$ cat config.mk
export PLATFORM = sky130hd
export DESIGN_NAME = ssm_wr
export DESIGN_NICKNAME = d
export VERILOG_FILES = /design/src/rtl/ssm_wr.sv
export SDC_FILE = /design/constraint.sdc
export NUM_CORES = 1
export LEC_CHECK = 0
export CORE_MARGIN = 5
export CORE_UTILIZATION = 45
export CTS_CLUSTER_DIAMETER = 50
export DETAILED_ROUTE_END_ITERATION = 10
export GPL_ROUTABILITY_DRIVEN = 0
export MAX_ROUTING_LAYER = met4
export PLACE_DENSITY = 0.78
export RECOVER_POWER = 50
export SYNTH_ARGS = -nofsm -noshare
export SYNTH_HDL_FRONTEND = slang
export SYNTH_SLANG_ARGS = --single-unit
$ cat constraint.sdc
create_clock -name clk -period 9.4 [get_ports clk]
set_clock_uncertainty 0.2 [all_clocks]
set_input_delay 2.82 -clock clk [delete_from_list [all_inputs] [get_ports clk]]
set_output_delay 2.82 -clock clk [all_outputs]
set_load 0.01 [all_outputs]
$ cat src/rtl/ssm_wr.sv
// ssm_wr: write-side packet storage stage in front of the shared 2048 x 134
// packet RAM. Packets are laid out contiguously in a ring starting at the
// committed head pointer; on the tail word a descriptor (start, length) is
// handed to the LCM. Packets are dropped whole when ring space is short or
// when they exceed MAX_PKT_WORDS. Space returned by the LCM is credited back.
module ssm_wr #(
  parameter string PLATFORM      = "Xilinx-OpenBox-S4",
  parameter int    MAX_PKT_WORDS = 96
) (
  input  logic         clk,
  input  logic         rst,
  input  logic [133:0] in_ssm_wr_data,
  input  logic         in_ssm_wr_data_wr,
  input  logic         lcm2ssm_free,
  input  logic [11:0]  lcm2ssm_free_len,
  output logic         ram_wr,
  output logic [10:0]  ram_wr_addr,
  output logic [133:0] ram_wr_data,
  output logic         out_ssm_wr_desc_wr,
  output logic [10:0]  out_ssm_wr_addr,
  output logic [11:0]  out_ssm_wr_len,
  output logic [11:0]  out_ssm_free_cnt,
  output logic [31:0]  out_ssm_drop_cnt
);

  typedef enum logic [1:0] {
    IDLE_S  = 2'd0,
    WRITE_S = 2'd1,
    DROP_S  = 2'd2
  } state_t;

  localparam logic [1:0]  TAG_HEAD   = 2'b01;
  localparam logic [1:0]  TAG_MID    = 2'b11;
  localparam logic [1:0]  TAG_TAIL   = 2'b10;
  localparam logic [12:0] RING_WORDS = 13'd2048;
  localparam logic [12:0] MAX_W13    = 13'(MAX_PKT_WORDS);
  localparam logic [11:0] MAX_W12    = 12'(MAX_PKT_WORDS);

  state_t       state;
  logic [10:0]  wr_ptr;
  logic [10:0]  cur_ptr;
  logic [10:0]  start;
  logic [11:0]  len;
  logic [11:0]  used;

  logic [1:0]   tag;
  logic         head_in;
  logic         mid_in;
  logic         tail_in;
  logic         space_ok;
  logic         start_pkt;
  logic         reject_head;
  logic         body_ok;
  logic         oversize;
  logic         commit;
  logic         drop_event;
  logic [11:0]  commit_len;
  logic [12:0]  used_plus;
  logic [12:0]  free_amt;
  logic [11:0]  used_next;

  // Decode the incoming word and decide this cycle's action and space update.
  // A head is handled identically in every state: an in-progress packet is
  // simply abandoned (wr_ptr never moved) and the new one restarts at wr_ptr.
  always_comb begin
    tag         = in_ssm_wr_data[133:132];
    head_in     = in_ssm_wr_data_wr && (tag == TAG_HEAD);
    mid_in      = in_ssm_wr_data_wr && (tag == TAG_MID);
    tail_in     = in_ssm_wr_data_wr && (tag == TAG_TAIL);
    space_ok    = ({1'b0, used} + MAX_W13) <= RING_WORDS;
    start_pkt   = head_in && space_ok;
    reject_head = head_in && !space_ok;
    body_ok     = (state == WRITE_S) && (mid_in || tail_in) && (len < MAX_W12);
    oversize    = (state == WRITE_S) && (mid_in || tail_in) && (len >= MAX_W12);
    commit      = body_ok && tail_in;
    drop_event  = reject_head || oversize;
    commit_len  = commit ? (len + 12'd1) : 12'd0;
    used_plus   = {1'b0, used} + {1'b0, commit_len};
    free_amt    = lcm2ssm_free ? {1'b0, lcm2ssm_free_len} : 13'd0;
    used_next   = (used_plus > free_amt) ? 12'(used_plus - free_amt) : 12'd0;
  end

  // Packet FSM with all outputs registered: RAM write one cycle after the
  // accepted word, descriptor pulse on commit, space and drop counters.
  always_ff @(posedge clk) begin
    if (rst) begin
      state              <= IDLE_S;
      wr_ptr             <= 11'd0;
      cur_ptr            <= 11'd0;
      start              <= 11'd0;
      len                <= 12'd0;
      used               <= 12'd0;
      ram_wr             <= 1'b0;
      ram_wr_addr        <= 11'd0;
      ram_wr_data        <= 134'd0;
      out_ssm_wr_desc_wr <= 1'b0;
      out_ssm_wr_addr    <= 11'd0;
      out_ssm_wr_len     <= 12'd0;
      out_ssm_free_cnt   <= 12'(RING_WORDS);
      out_ssm_drop_cnt   <= 32'd0;
    end else begin
      ram_wr             <= 1'b0;
      out_ssm_wr_desc_wr <= 1'b0;
      used               <= used_next;
      out_ssm_free_cnt   <= 12'(RING_WORDS - {1'b0, used_next});

      if (drop_event && (out_ssm_drop_cnt != 32'hFFFF_FFFF)) begin
        out_ssm_drop_cnt <= out_ssm_drop_cnt + 32'd1;
      end

      if (start_pkt) begin
        ram_wr      <= 1'b1;
        ram_wr_addr <= wr_ptr;
        ram_wr_data <= in_ssm_wr_data;
        start       <= wr_ptr;
        cur_ptr     <= wr_ptr + 11'd1;
        len         <= 12'd1;
        state       <= WRITE_S;
      end else if (reject_head) begin
        len   <= 12'd0;
        state <= DROP_S;
      end else if (body_ok) begin
        ram_wr      <= 1'b1;
        ram_wr_addr <= cur_ptr;
        ram_wr_data <= in_ssm_wr_data;
        if (tail_in) begin
          out_ssm_wr_desc_wr <= 1'b1;
          out_ssm_wr_addr    <= start;
          out_ssm_wr_len     <= len + 12'd1;
          wr_ptr             <= cur_ptr + 11'd1;
          len                <= 12'd0;
          state              <= IDLE_S;
        end else begin
          cur_ptr <= cur_ptr + 11'd1;
          len     <= len + 12'd1;
        end
      end else if (oversize) begin
        len   <= 12'd0;
        state <= mid_in ? DROP_S : IDLE_S;
      end else if ((state == DROP_S) && tail_in) begin
        state <= IDLE_S;
      end
    end
  end

endmodule

==> results.sh <==
export IMPL_area_growth_pct=43.0
export IMPL_synth_enable_flop_cells=0
export IMPL_fin_crit_ns=8.59
export IMPL_drv_cap=0
export IMPL_numClockSinks=272
export IMPL_worst_setup_path_start_kind="input port"
export IMPL_grt_max_degree=133
export IMPL_fin_setup_tns_ns=0
export IMPL_synth_top_area_frac=0.470
export IMPL_critPathArrivalTime_ns=8.75
export IMPL_timing_hold_ws_ns=0.246
export IMPL_num_rows=58
export IMPL_cts_hold_buf=0
export IMPL_dieArea_sq_um=29100
export IMPL_crit_type="input port to flop"
export IMPL_die_h_um=170
export IMPL_status="complete, no violations"
export IMPL_cts_buffers=34
export IMPL_ioPinCount=364
export IMPL_cts_root_buffer_cell="clkbuf_16"
export IMPL_synthAdderAreaFrac=0.0369
export IMPL_drv_slew=0
export IMPL_via_per_inst=5.36
export IMPL_r2r_start="len[11]"
export IMPL_endpoint="out_ssm_free_cnt[10]"
export IMPL_synth_compound_area_share=0.155
export IMPL_synth_top_area_cell="dfxtp_1"
export IMPL_via_count=11400
export IMPL_grt_overflow_total=0
export IMPL_syn_area_per_cell_sq_um=8.01
export IMPL_postRouteAntennaNets=0
export IMPL_yosys_top_cells_count="nand2_1 (382), dfxtp_1 (272), a21oi_1 (214)"
export IMPL_cp_required_ns=9.56
export IMPL_p_leak_nw=6.78
export IMPL_grtUsageTotal=0.248
export IMPL_dr_first_iter_drc_count=931
export IMPL_hold_class="flop to flop"
export IMPL_finalWirelength_um=37400
export IMPL_synth_most_common_cell="nand2_1"
export IMPL_numPortBuffers=363
export IMPL_antenna_found_initial=2
export IMPL_synth_flop_cell="dfxtp_1"
export IMPL_synth_cell_area_sq_um=11600
export IMPL_max_vdd_ir_drop_mv=0.200
export IMPL_ys_top_cells_by_area="dfxtp_1 (47%), nand2_1 (12%), a21oi_1 (9.2%), nor2_1 (3.4%), ha_1 (3.3%)"
export IMPL_post_cts_resize_count=0
export IMPL_synth_top_family_by_area="simple AND/OR/NAND/NOR gates"
export IMPL_r2r_slack_ns=3.30
export IMPL_grt_pass1_vias=10700
export IMPL_end_kind="flop"
export IMPL_firstDrtPassIters=5
export IMPL_ctsLongestPathBuffers=3
export IMPL_die_x_um=170
export IMPL_synth_xor_xnor_area_share=0.0469
export IMPL_synth_cells=1446
export IMPL_ys_ff_latch=272
export IMPL_clk_pin_slew_ns=0.06
export IMPL_clkLatencyLatePin_ns=0.49
export IMPL_slew_headroom=0.218
export IMPL_yosysUniqueCellTypes=67
export IMPL_startpoint="in_ssm_wr_data[133]"
export IMPL_htreeDepth=2
export IMPL_reg2reg_depth=25
export IMPL_floorplan_initialDensity=0.459
export IMPL_layout_drive_gt1_share=0.0439
export IMPL_remaining_drc_errors=0
export IMPL_max_freq_mhz=116
export IMPL_muxShareOfSynthArea=0.00896
export IMPL_hold_violations=0
export IMPL_worst_slew_pin_slew_ns=1.17
export IMPL_async_flop_share=0
export IMPL_p_per_area_nw_per_um2=207
export IMPL_yosysWarnings=0
export IMPL_cts_tree="done"
export IMPL_grt_first_pass_wirelength_um=57100
export IMPL_timing_rr_end="out_ssm_free_cnt[10]"
export IMPL_post_cts_buffers=0
export IMPL_crit_fanout=38
export IMPL_yosys_area_share_simple=0.245
export IMPL_dp_hpwl_um=26900
export IMPL_setup_viol=0
export IMPL_core_sq_um=25300
export IMPL_final_nets=1960
export IMPL_rsz0062_at_grt="false"
export IMPL_fin_crit_sh=0.913
export IMPL_yosysSeqAreaShare=0.470
export IMPL_wl_per_cell_um=17.5
-- placed cells by master (no fill, tap or decap), drive strengths merged, types with 6 or more instances in the layout --
master	instances
ha	31
dlygate4sd3	216
a211oi	17
nand4	12
nand3	35
nand2	382
nor2b	11
nor3b	11
mux2i	7
a31oi	12
xnor2	28
nor2	105
nand2b	10
clkbuf	48
dfxtp	272
o21ai	36
a21oi	214
clkinv	6
and2	9
buf	12
xor2	34
and3	29
inv	18
or3	12
a21o	10
and4	7
clkdlybuf4s50	146
nor3	11
-- worst min-delay path by stage --
| stage | startpoint | end | slack (ns) | depth (start not counted) |
|---|---|---|---|---|
| floorplan | start[0] | out_ssm_wr_addr[0] | 0.23 | 2 |
| global placement | ram_wr_data[119] | ram_wr_data[119] | 0.24 | 2 |
| detailed placement | ram_wr_data[56] | ram_wr_data[56] | 0.24 | 2 |
| CTS | ram_wr_data[23] | ram_wr_data[23] | 0.25 | 2 |
| global route | ram_wr_data[71] | ram_wr_data[71] | 0.26 | 2 |
| finish | ram_wr_data[24] | ram_wr_data[24] | 0.25 | 2 |
-- cell type report --
type / instances / area, sq um
clock buffer: 47 / 993
multi-input combinational: 1077 / 5750
tap: 330 / 413
clock inverter: 13 / 165
fill: 2084 / 8680
inverter: 17 / 63.8
antenna: 2 / 5.00
sequential: 272 / 5450
timing repair buffer: 375 / 3750
-- layer usage --
layer	track usage	part of all wire	vias to the layer above	routed length (um)
met1	0.299	0.41	5347	15200
li1	-	-	5572	-
met3	0.0581	0.072	86	2690
met5	-	0	-	0
met4	0.0847	0.035	0	1310
met2	0.407	0.49	421	18200
-- flip-flops by register name, summed over array words and instances, names as in the netlist --
register,cells
ram_wr_data,134
out_ssm_wr_addr,11
out_ssm_drop_cnt,32
wr_ptr,11
ram_wr,1
out_ssm_wr_desc_wr,1
out_ssm_wr_len,12
state,2
out_ssm_free_cnt,12
used,11
ram_wr_addr,11
len,12
start,11
cur_ptr,11
-- worst max-delay path: stages --
cell,delay (ns)
dlygate4sd3_1,0.63
nand4_1,0.11
buf_4,0.20
nor2_1,0.19
and3_1,0.21
buf_4,0.38
nand2_1,0.15
inv_1,0.09
ha_1,0.26
a21oi_1,0.28
a21bo_2,0.27
a31o_2,0.26
a21o_1,0.17
a21oi_1,0.17
xnor2_1,0.15
ha_1,0.30
a21oi_1,0.15
a41oi_1,0.06
a211o_1,0.34
a21o_1,0.31
nand2b_1,0.13
ha_1,0.28
o2111ai_1,0.15
o32ai_1,0.41
xnor2_1,0.19
nor2_1,0.06
-- through the flow --
stage	std cells	area, sq um	util	power [mW]	worst slack (ns)
after detailed placement	2071	15400	0.610	2.12	0.587
after global placement	2071	15400	0.610	2.11	0.865
after global routing	2133	16600	0.656	3.59	0.330
after CTS	2131	16600	0.656	3.45	1.04
final	2133	16600	0.656	3.42	0.814
after floorplan	1450	11600	-	1.82	1.20
-- cells by family (layout without fill, tap and decap cells) --
| kind of cell | count (synthesis) | count (layout) |
|---|---|---|
| AOI/OAI and AO/OA | 319 | 319 |
| xor gates and xnor gates | 62 | 62 |
| adders and majority gates | 33 | 33 |
| muxes | 10 | 10 |
| and+or+nand+nor | 648 | 648 |
| buffers and inverters | 101 | 452 |
| DFF | 272 | 272 |
| other | 1 | 7 |
-- power breakdown --
part	internal, mW	total (mW)	switching, mW	leakage [nW]
logic	0.362	0.841	0.479	4.02
clock network	0.826	1.32	0.493	0.559
registers	1.22	1.26	0.0404	2.21
total	2.41	3.42	1.01	6.78
No activity file was read; power rests on OpenSTA's default activity.
